$ cat src/rtl/trigsend.sv
`default_nettype none
// ============================================================================
//  Module      : trigsend
//  Description : Transmit end of the trigger-word stream. Buffers payloads
//                in a small FIFO and emits {flag, payload} words; flag=1
//                carries a value, flag=0 tells the far-end trigger register
//                to drop its held value. An invalidate word can be emitted
//                automatically after TIMEOUT idle cycles.
//  Revision    : 1.0 - initial release
// ============================================================================
module trigsend #(
    parameter int DIN     = 9,
    parameter int DEPTH   = 2,
    parameter int TIMEOUT = 0
) (
    input  logic           clk,
    input  logic           rst,
    input  logic [DIN-2:0] din_data_i,
    input  logic           din_valid_i,
    output logic           din_ready_o,
    output logic [DIN-1:0] dout_data_o,
    output logic           dout_valid_o,
    input  logic           dout_ready_i
);

    localparam int PW = DIN - 1;
    localparam int AW = $clog2(DEPTH);
    localparam int OW = $clog2(DEPTH) + 1;
    localparam int CW = (TIMEOUT > 0) ? $clog2(TIMEOUT + 1) : 1;

    localparam logic [OW-1:0] OCC_FULL = OW'(DEPTH);
    localparam logic [CW-1:0] CNT_MAX  = CW'(TIMEOUT);
    localparam bit            INV_EN   = (TIMEOUT > 0);

    typedef enum logic [1:0] {
        S_IDLE  = 2'd0,
        S_ARMED = 2'd1,
        S_INV   = 2'd2
    } state_t;

    // FIFO storage and bookkeeping. The word currently presented on dout is
    // still counted in the occupancy until it is accepted downstream.
    logic [PW-1:0]  mem_q [DEPTH];
    logic [AW-1:0]  wr_ptr_q, wr_ptr_d;
    logic [AW-1:0]  rd_ptr_q, rd_ptr_d;
    logic [OW-1:0]  occ_q, occ_d;

    logic [CW-1:0]  cnt_q, cnt_d;
    state_t         state_q, state_d;

    logic           dout_valid_q, dout_valid_d;
    logic [DIN-1:0] dout_data_q, dout_data_d;

    logic           push;
    logic           xfer;
    logic           pop;
    logic           avail;

    assign din_ready_o  = !rst && (occ_q != OCC_FULL);
    assign push         = din_valid_i && din_ready_o;
    assign xfer         = dout_valid_q && dout_ready_i;
    // Only an accepted data word (flag=1) leaves the FIFO; an invalidate
    // word is generated, not stored.
    assign pop          = xfer && dout_data_q[DIN-1];
    // Words already stored that remain after this cycle's pop.
    assign avail        = (occ_q > OW'(pop));

    assign dout_valid_o = dout_valid_q;
    assign dout_data_o  = dout_data_q;

    // Pointer and occupancy next-state.
    always_comb begin
        wr_ptr_d = wr_ptr_q + AW'(push);
        rd_ptr_d = rd_ptr_q + AW'(pop);
        occ_d    = occ_q + OW'(push) - OW'(pop);
    end

    // Idle-timeout state machine: next state and idle counter.
    always_comb begin
        state_d = state_q;
        cnt_d   = cnt_q;
        unique case (state_q)
            S_IDLE: begin
                cnt_d = '0;
            end
            S_ARMED: begin
                if ((occ_q == '0) && !xfer && (cnt_q != CNT_MAX)) begin
                    cnt_d = cnt_q + CW'(1);
                end
                // Incoming data wins over starting an invalidate.
                if (INV_EN && (occ_q == '0) && !xfer && !push && (cnt_d == CNT_MAX)) begin
                    state_d = S_INV;
                end
            end
            S_INV: begin
                if (xfer) begin
                    state_d = S_IDLE;
                    cnt_d   = '0;
                end
            end
            default: begin
                state_d = S_IDLE;
                cnt_d   = '0;
            end
        endcase
        // Every accepted data word re-arms the timer.
        if (pop) begin
            state_d = S_ARMED;
            cnt_d   = '0;
        end
    end

    // Output register: hold while stalled, otherwise load invalidate,
    // buffered head, or the word arriving this cycle (fall-through).
    always_comb begin
        dout_valid_d = dout_valid_q;
        dout_data_d  = dout_data_q;
        if (!dout_valid_q || dout_ready_i) begin
            if (state_d == S_INV) begin
                dout_valid_d = 1'b1;
                dout_data_d  = '0;
            end else if (avail) begin
                dout_valid_d = 1'b1;
                dout_data_d  = {1'b1, mem_q[rd_ptr_d]};
            end else if (push) begin
                dout_valid_d = 1'b1;
                dout_data_d  = {1'b1, din_data_i};
            end else begin
                dout_valid_d = 1'b0;
                dout_data_d  = '0;
            end
        end
    end

    // FIFO storage write; contents need no reset since occupancy gates use.
    always_ff @(posedge clk) begin
        if (push) begin
            mem_q[wr_ptr_q] <= din_data_i;
        end
    end

    // State registers with asynchronous reset.
    always_ff @(posedge clk or posedge rst) begin
        if (rst) begin
            wr_ptr_q     <= '0;
            rd_ptr_q     <= '0;
            occ_q        <= '0;
            cnt_q        <= '0;
            state_q      <= S_IDLE;
            dout_valid_q <= 1'b0;
            dout_data_q  <= '0;
        end else begin
            wr_ptr_q     <= wr_ptr_d;
            rd_ptr_q     <= rd_ptr_d;
            occ_q        <= occ_d;
            cnt_q        <= cnt_d;
            state_q      <= state_d;
            dout_valid_q <= dout_valid_d;
            dout_data_q  <= dout_data_d;
        end
    end

endmodule
`default_nettype wire

$ cat config.mk
export PLATFORM = sky130hd
export DESIGN_NAME = trigsend
export DESIGN_NICKNAME = d
export VERILOG_FILES = /design/src/rtl/trigsend.sv
export SDC_FILE = /design/constraint.sdc
export NUM_CORES = 1
export LEC_CHECK = 0
export ABC_CLOCK_PERIOD_IN_PS = 2000
export CAP_MARGIN = 20
export CORE_UTILIZATION = 46
export DETAILED_ROUTE_END_ITERATION = 16
export GPL_ROUTABILITY_DRIVEN = 0
export HOLD_SLACK_MARGIN = 0.05
export PLACE_DENSITY = 0.84
export SLEW_MARGIN = 20
export SYNTH_ARGS = -nofsm -noshare
export SYNTH_HDL_FRONTEND = slang
export SYNTH_SLANG_ARGS = --single-unit
$ cat constraint.sdc
create_clock -name clk -period 2 [get_ports clk]
set_clock_uncertainty 0.1 [all_clocks]
set_input_delay 0.4 -clock clk [delete_from_list [all_inputs] [get_ports clk]]
set_output_delay 0.4 -clock clk [all_outputs]
set_load 0.01 [all_outputs]
# After elaboration in Yosys (flattened, before gate mapping)

Memories as Yosys holds them, arrays and structs flattened.
Cells that the tools add are included.

Flip-flop bits (word level): 16
Latch bits: 0
Memory bits (writable): 16
Memory bits (read-only): 0
Input port bits: 12
Logic and storage cells: 35
Memories: 1

Add/subtract/negate cells: 4
$mul: 0
Div/mod/pow operators: 0
$lt $le $gt $ge: 1
Eq/ne operators: 4
Shifts and indexed selects: 0
Mux-type cells: 10
Bitwise gates (word level): 0
Reductions and logical operators: 9

Memories:

| memory | words | width | read ports | clocked after memory_dff | wr ports | line | text |
|---|---|---|---|---|---|---|---|
| mem_q  | 2     | 8     | 1          | 0                        | 1        | 43   | `logic [PW-1:0] mem_q [DEPTH];` |

Operators by type and width:

| kind                 | count |
|---|---|
| $mux W9              | 3 |
| $eq A2 B2 Y1 const B | 2 |
| $logic_and A1 B1 Y1  | 4 |
| $mux W1              | 4 |
| $mux W2              | 2 |
| $pmux W2 S2          | 1 |
| $add A1 B1 Y1        | 2 |
| $add A2 B1 Y2        | 1 |
| $eq A2 B1 Y1 const B | 1 |
| $gt A2 B1 Y1         | 1 |
| $logic_not A1 Y1     | 2 |
| $logic_not A2 Y1     | 1 |
| $ne A2 B2 Y1 const B | 1 |
| $reduce_or A2 Y1     | 1 |
| $sub A2 B1 Y2        | 1 |
| $logic_or A1 B1 Y1   | 1 |

# Logic depth before layout (Yosys ltp)

Gate-level depths: netlist of the first run.

Word-level depth: 6
Depth in mapped cells: 9
Depth with buffers taken out: 8

# Worst setup path after synthesis of the first run

Ideal clock, no wire load.

Path kind: reg2reg
Start: register occ_q[1]
End: register occ_q[1]
Arrival: 1.673 ns
Data required time: 1.776 ns
Path slack: 0.102 ns
Stages on the path, launching flop included: 9
Period minus slack after synthesis: 1.898 ns
Cell sequence: dfrtp_1 -> a211oi_1 -> buf_2 -> inv_1 -> ha_1 -> inv_1 -> ha_1 -> xnor2_1 -> xnor2_1

Word-level cells in the longest chain between the ends: 5

Ends and longest elaborated chain:

| element                | line | text |
|---|---|---|
| from (decl)            | 46   | `logic [OW-1:0] occ_q, occ_d;` |
| from (signal assigned) | 147  | `occ_q <= '0;` |
| from (signal assigned) | 155  | `occ_q <= occ_d;` |
| $ne A2 B2 Y1           | 59   | `assign din_ready_o = !rst && (occ_q != OCC_FULL);` |
| $logic_and A1 B1 Y1    | 59   |  |
| $logic_and A1 B1 Y1    | 60   | `assign push = din_valid_i && din_ready_o;` |
| $add A2 B1 Y2 (*)      | 75   | `occ_d = occ_q + OW'(push) - OW'(pop);` |
| $sub A2 B1 Y2 (*)      | 75   |  |
| net occ_d[1]           | 46   |  |

The timed path passes the listed nets; every way through them passes the cells marked *.
A chain may end at the register's enable or synchronous reset.

# Worst setup path after layout of the first run

Start: register dout_valid_q (netlist: dout_valid_o)
End: output port dout_valid_o

RTL lines:

| element                | line | text |
|---|---|---|
| from (decl)            | 51   | `logic dout_valid_q, dout_valid_d;` |
| from (signal assigned) | 158  | `dout_valid_q <= dout_valid_d;` |
| to (decl)              | 22   | `output logic dout_valid_o,` |

No word-level cell between the ends.

==> results by stage, run 1 <==
Run status:
- The run finished with clean final reports.

Critical path:
- The critical setup path kind is reg -> out.
- The kind of capture point of the worst setup path is an output pin.
- The sum of buffers and inverters on the critical path is 1.
- In this design, the stage delay of the slowest critical-path cell is 0.58 ns.
- At the worst endpoint, the arrival time is roughly 1.4 ns.
- The cell family contributing the most delay on the critical path is buffers and inverters.
- At the worst endpoint, the required time is around 1.5 ns.
- The critical path goes through clkdlybuf4s50_1.
- STA classifies the critical path startpoint as a register.
- The worst-path cell with the longest stage delay is sky130_fd_sc_hd__clkdlybuf4s50_1.
- The peak fanout along the critical path is 6.

Timing:
- At the pin with the least slew margin, the transition time is about 0.45 ns.
- The smallest clock period supported by the final layout is computed as ~1.9 ns.
- Once routing completed, OpenROAD measured the worst setup slack at around 0.10 ns.
- In this run the tightest slew margin relative to its limit is 0.6980.
- Of the available clock period, the critical path in the final layout requires 0.9490.
- Setup repair after global routing left no endpoint under its margin.
- The number of failing hold endpoints at the final stage came to 0.
- The max-slew violation total from the final report came to 0.
- Derived from the worst setup path, the maximum achievable clock frequency is approximately 0.53 GHz.
- The total setup violations reported at the end of the flow is 0.

Logic synthesis:
- The post-synth net total is approximately 120.
- Yosys attributes the largest share of cell area to sky130_fd_sc_hd__edfxtp_1 35%, sky130_fd_sc_hd__dfrtp_1 30%, sky130_fd_sc_hd__mux2i_1 5.9%.
- Yosys printed 0 warnings.
- The synthesized instance count is 100.
- Of the synthesized area, sequential elements account for 0.6500.
- Sorting the synthesized cells by how often they occur yields 20 x sky130_fd_sc_hd__nand2_1, 16 x sky130_fd_sc_hd__dfrtp_1, 16 x sky130_fd_sc_hd__edfxtp_1, 10 x sky130_fd_sc_hd__inv_1.
- The fraction of registers with async set or reset after synthesis is 0.5000.
- Synthesis inferred 32 register bits.
- In this run, distinct cell masters in the synthesized netlist total 21.
- sky130_fd_sc_hd__edfxtp_1 takes more of the synthesized area than any other cell.
- The post-synthesis cell area is about 0.0014 mm².
- Of the post-synthesis cell area, the dominant cell type holds 0.3546.
- The average footprint of a synthesized cell is ~14 µm².
- The main flop type after synthesis is sky130_fd_sc_hd__edfxtp_1.
- The most numerous cell in the Yosys netlist is sky130_fd_sc_hd__nand2_1.
- The synthesized design contains 16 enable-type register cells.

Clocking:
- After clock tree synthesis, the clock-pin slew on the worst setup and hold paths is ~0.10 ns.
- The hold-fix buffer count after cts is 0.
- The number of cells upsized or downsized after cts is 1.
- The tree is rooted in a sky130_fd_sc_hd__clkbuf_4.
- The number of clock sinks is 32.
- The clock reaches the later pin of the worst-skew pair after about 0.34 ns.
- The CTS H-tree depth is 2.
- The clock buffer count from CTS is 5.
- After clock tree synthesis, the setup repair step added 0 buffers.
- TritonCTS built the clock tree.
- The maximum count of clock buffers along a single path is 2.

Floorplan:
- From left edge to right edge, the die measures between 50 and 60 µm.
- The die is around 56 µm tall.
- After floorplanning, the core was sized to cover approximately 0.0028 mm².
- Pin placement for this block handled 23 I/O pins.
- For this configuration, the core starts out at a cell density of 0.4872.
- The die covers about 0.0032 mm².
- In this run the core area contains 19 standard-cell rows.

GRT:
- The initial antenna violation count is 0.
- The number of global-route vias before repair was between 900 and 1000.
- Across every metal layer, demand over resource in global routing totals 0.1943.
- Summed over all layers, the global routing overflow is 0.
- The first global-routing pass estimated ~4.4 mm of wire.
- Entering global routing, the biggest net connects 17 pins.

Routing:
- In this run, the number of DRC markers left after iteration 0 of detailed routing was 42.
- The remaining number of nets flagged by the antenna check after routing is 0.
- The via count is 942.
- The final wirelength is between 2 and 3 mm.
- The average vias per placed instance is roughly 5.5.
- The count of TritonRoute iterations in the first routing pass is 4.
- The routed length per instance is about 16 µm.
- The DRC violations left is 0.

Placed design:
- The instance count after placement with tap cells included is roughly 160.
- The wire-length estimate of the detail-placed layout is 1.961 mm.
- OpenSTA, run right after detailed placement, puts the worst setup slack at -0.3179 ns.
- Port buffering added 22 buffers.

Finish:
- The count of cells in the finished layout, fillers not included, comes to roughly 170.
- Relative to the synthesized area, the layout overhead comes to 30.01%.
- The share of cells above drive strength 1 is 0.1773.
- The layout net count is roughly 160.
- The utilization after layout is 0.6334.
- The count of antenna diodes in the layout is 0.

Pwr:
- The worst-case IR drop observed on VDD is roughly 0.88 mV.
- Overall power consumption after layout is estimated at around 2.4 mW.
- For this design the static power due to leakage is approximately 0.75 nW.
- Dividing total power by cell area gives a power density of about 1300 mW/mm².

Flow run:
- The max-cap check violation count is 0.

Worst hold path:
- The kind of path behind the tightest hold check is reg -> reg.
-- worst paths after layout --
check / slack, ns / depth (start not counted) / startpoint / endpoint
setup / recovery: 0.10 / 1 / dout_valid_o$_DFFE_PP0P_ / dout_valid_o
hold / removal: 0.40 / 2 / dout_data_o[6]$_DFFE_PP0P_ / dout_data_o[6]$_DFFE_PP0P_
max in group asynchronous: 1.16 / 4 / rst / state_q[0]$_DFF_PP0_
setup reg to reg: 0.18 / 7 / occ_q[1]$_DFF_PP0_ / occ_q[1]$_DFF_PP0_
min in group asynchronous: 0.44 / 4 / rst / occ_q[1]$_DFF_PP0_
hold reg to reg: 0.40 / 2 / dout_data_o[6]$_DFFE_PP0P_ / dout_data_o[6]$_DFFE_PP0P_
-- layout make-up --
type | instances | area [µm²]
inverter | 11 | 43.79
timing repair buffer | 35 | 316.6
tap | 31 | 38.79
fill | 215 | 1020
multi-input combinational | 55 | 422.9
sequential | 32 | 880.8
clock buffer | 8 | 58.81
-- power breakdown --
| part | total, mW | switching [mW] | internal (mW) |
|---|---|---|---|
| clock network | 0.382 | 0.208 | 0.173 |
| registers | 1.00 | 0.126 | 0.875 |
| logic | 0.988 | 0.468 | 0.520 |
| total | 2.37 | 0.802 | 1.57 |
-- metal layers --
| layer | GRT usage | vias up | wire length, µm |
|---|---|---|---|
| li1 | - | 442 | - |
| met1 | 0.2402 | 470 | 1073 |
| met2 | 0.3061 | 25 | 1419 |
| met3 | 0.07373 | 5 | 138 |
| met4 | 0.08362 | 0 | 47 |
| met5 | 0 | - | 0 |
-- kinds of logic (layout without fill, tap and decap cells) --
| kind of cell | count (synthesis) | after routing | share of synthesized area |
|---|---|---|---|
| AND/OR/NAND/NOR | 24 | 24 | 0.08126 |
| XOR/XNOR | 3 | 3 | 0.03325 |
| flip-flops | 32 | 32 | 0.6500 |
| adder cells (fa/ha/maj) | 4 | 4 | 0.03694 |
| AO/OA/AOI/OAI | 16 | 16 | 0.09788 |
| multiplexers | 8 | 8 | 0.05910 |
| buffers and inverters | 13 | 54 | 0.04156 |
-- per-stage QoR --
step,area (µm²),TNS [ns],hold slack [ns]
final,1762,0,0.3972
after global routing,1762,0,0.4256
after CTS,1757,0,0.4015
after detailed placement,1699,-3.306,0.3770
after global placement,1699,-1.481,0.3693
after floorplan,1355,0,0.2137
-- layout by cell type, fill, tap and decap left out, drive strengths merged, types with 2 or more instances in the layout --
master          n
o21ai           3
buf            13
ha              4
clkdlybuf4s50  21
a21oi           2
xnor2           3
nand2          20
dfrtp          16
inv            11
edfxtp         16
mux2i           8
nand3           2
clkbuf          8
o221ai          8
-- flip-flops by register name (all words and copies together) (netlist names) --
name          cells
state_q           2
dout_valid_o      1
dout_data_o       9
mem_q            16
wr_ptr_q          1
rd_ptr_q          1
occ_q             2
Power figures use the tool's default switching activity.
==> run 2: changes to the inputs <==
--- a/config.mk
+++ b/config.mk
@@ -6,7 +6,6 @@
 export NUM_CORES = 1
 export LEC_CHECK = 0
 export ABC_CLOCK_PERIOD_IN_PS = 2000
-export CAP_MARGIN = 20
 export CORE_UTILIZATION = 46
 export DETAILED_ROUTE_END_ITERATION = 16
 export GPL_ROUTABILITY_DRIVEN = 0
==> results of run 2 <==
Same layout as run 1: the final DEF is identical, and so are final timing and power.
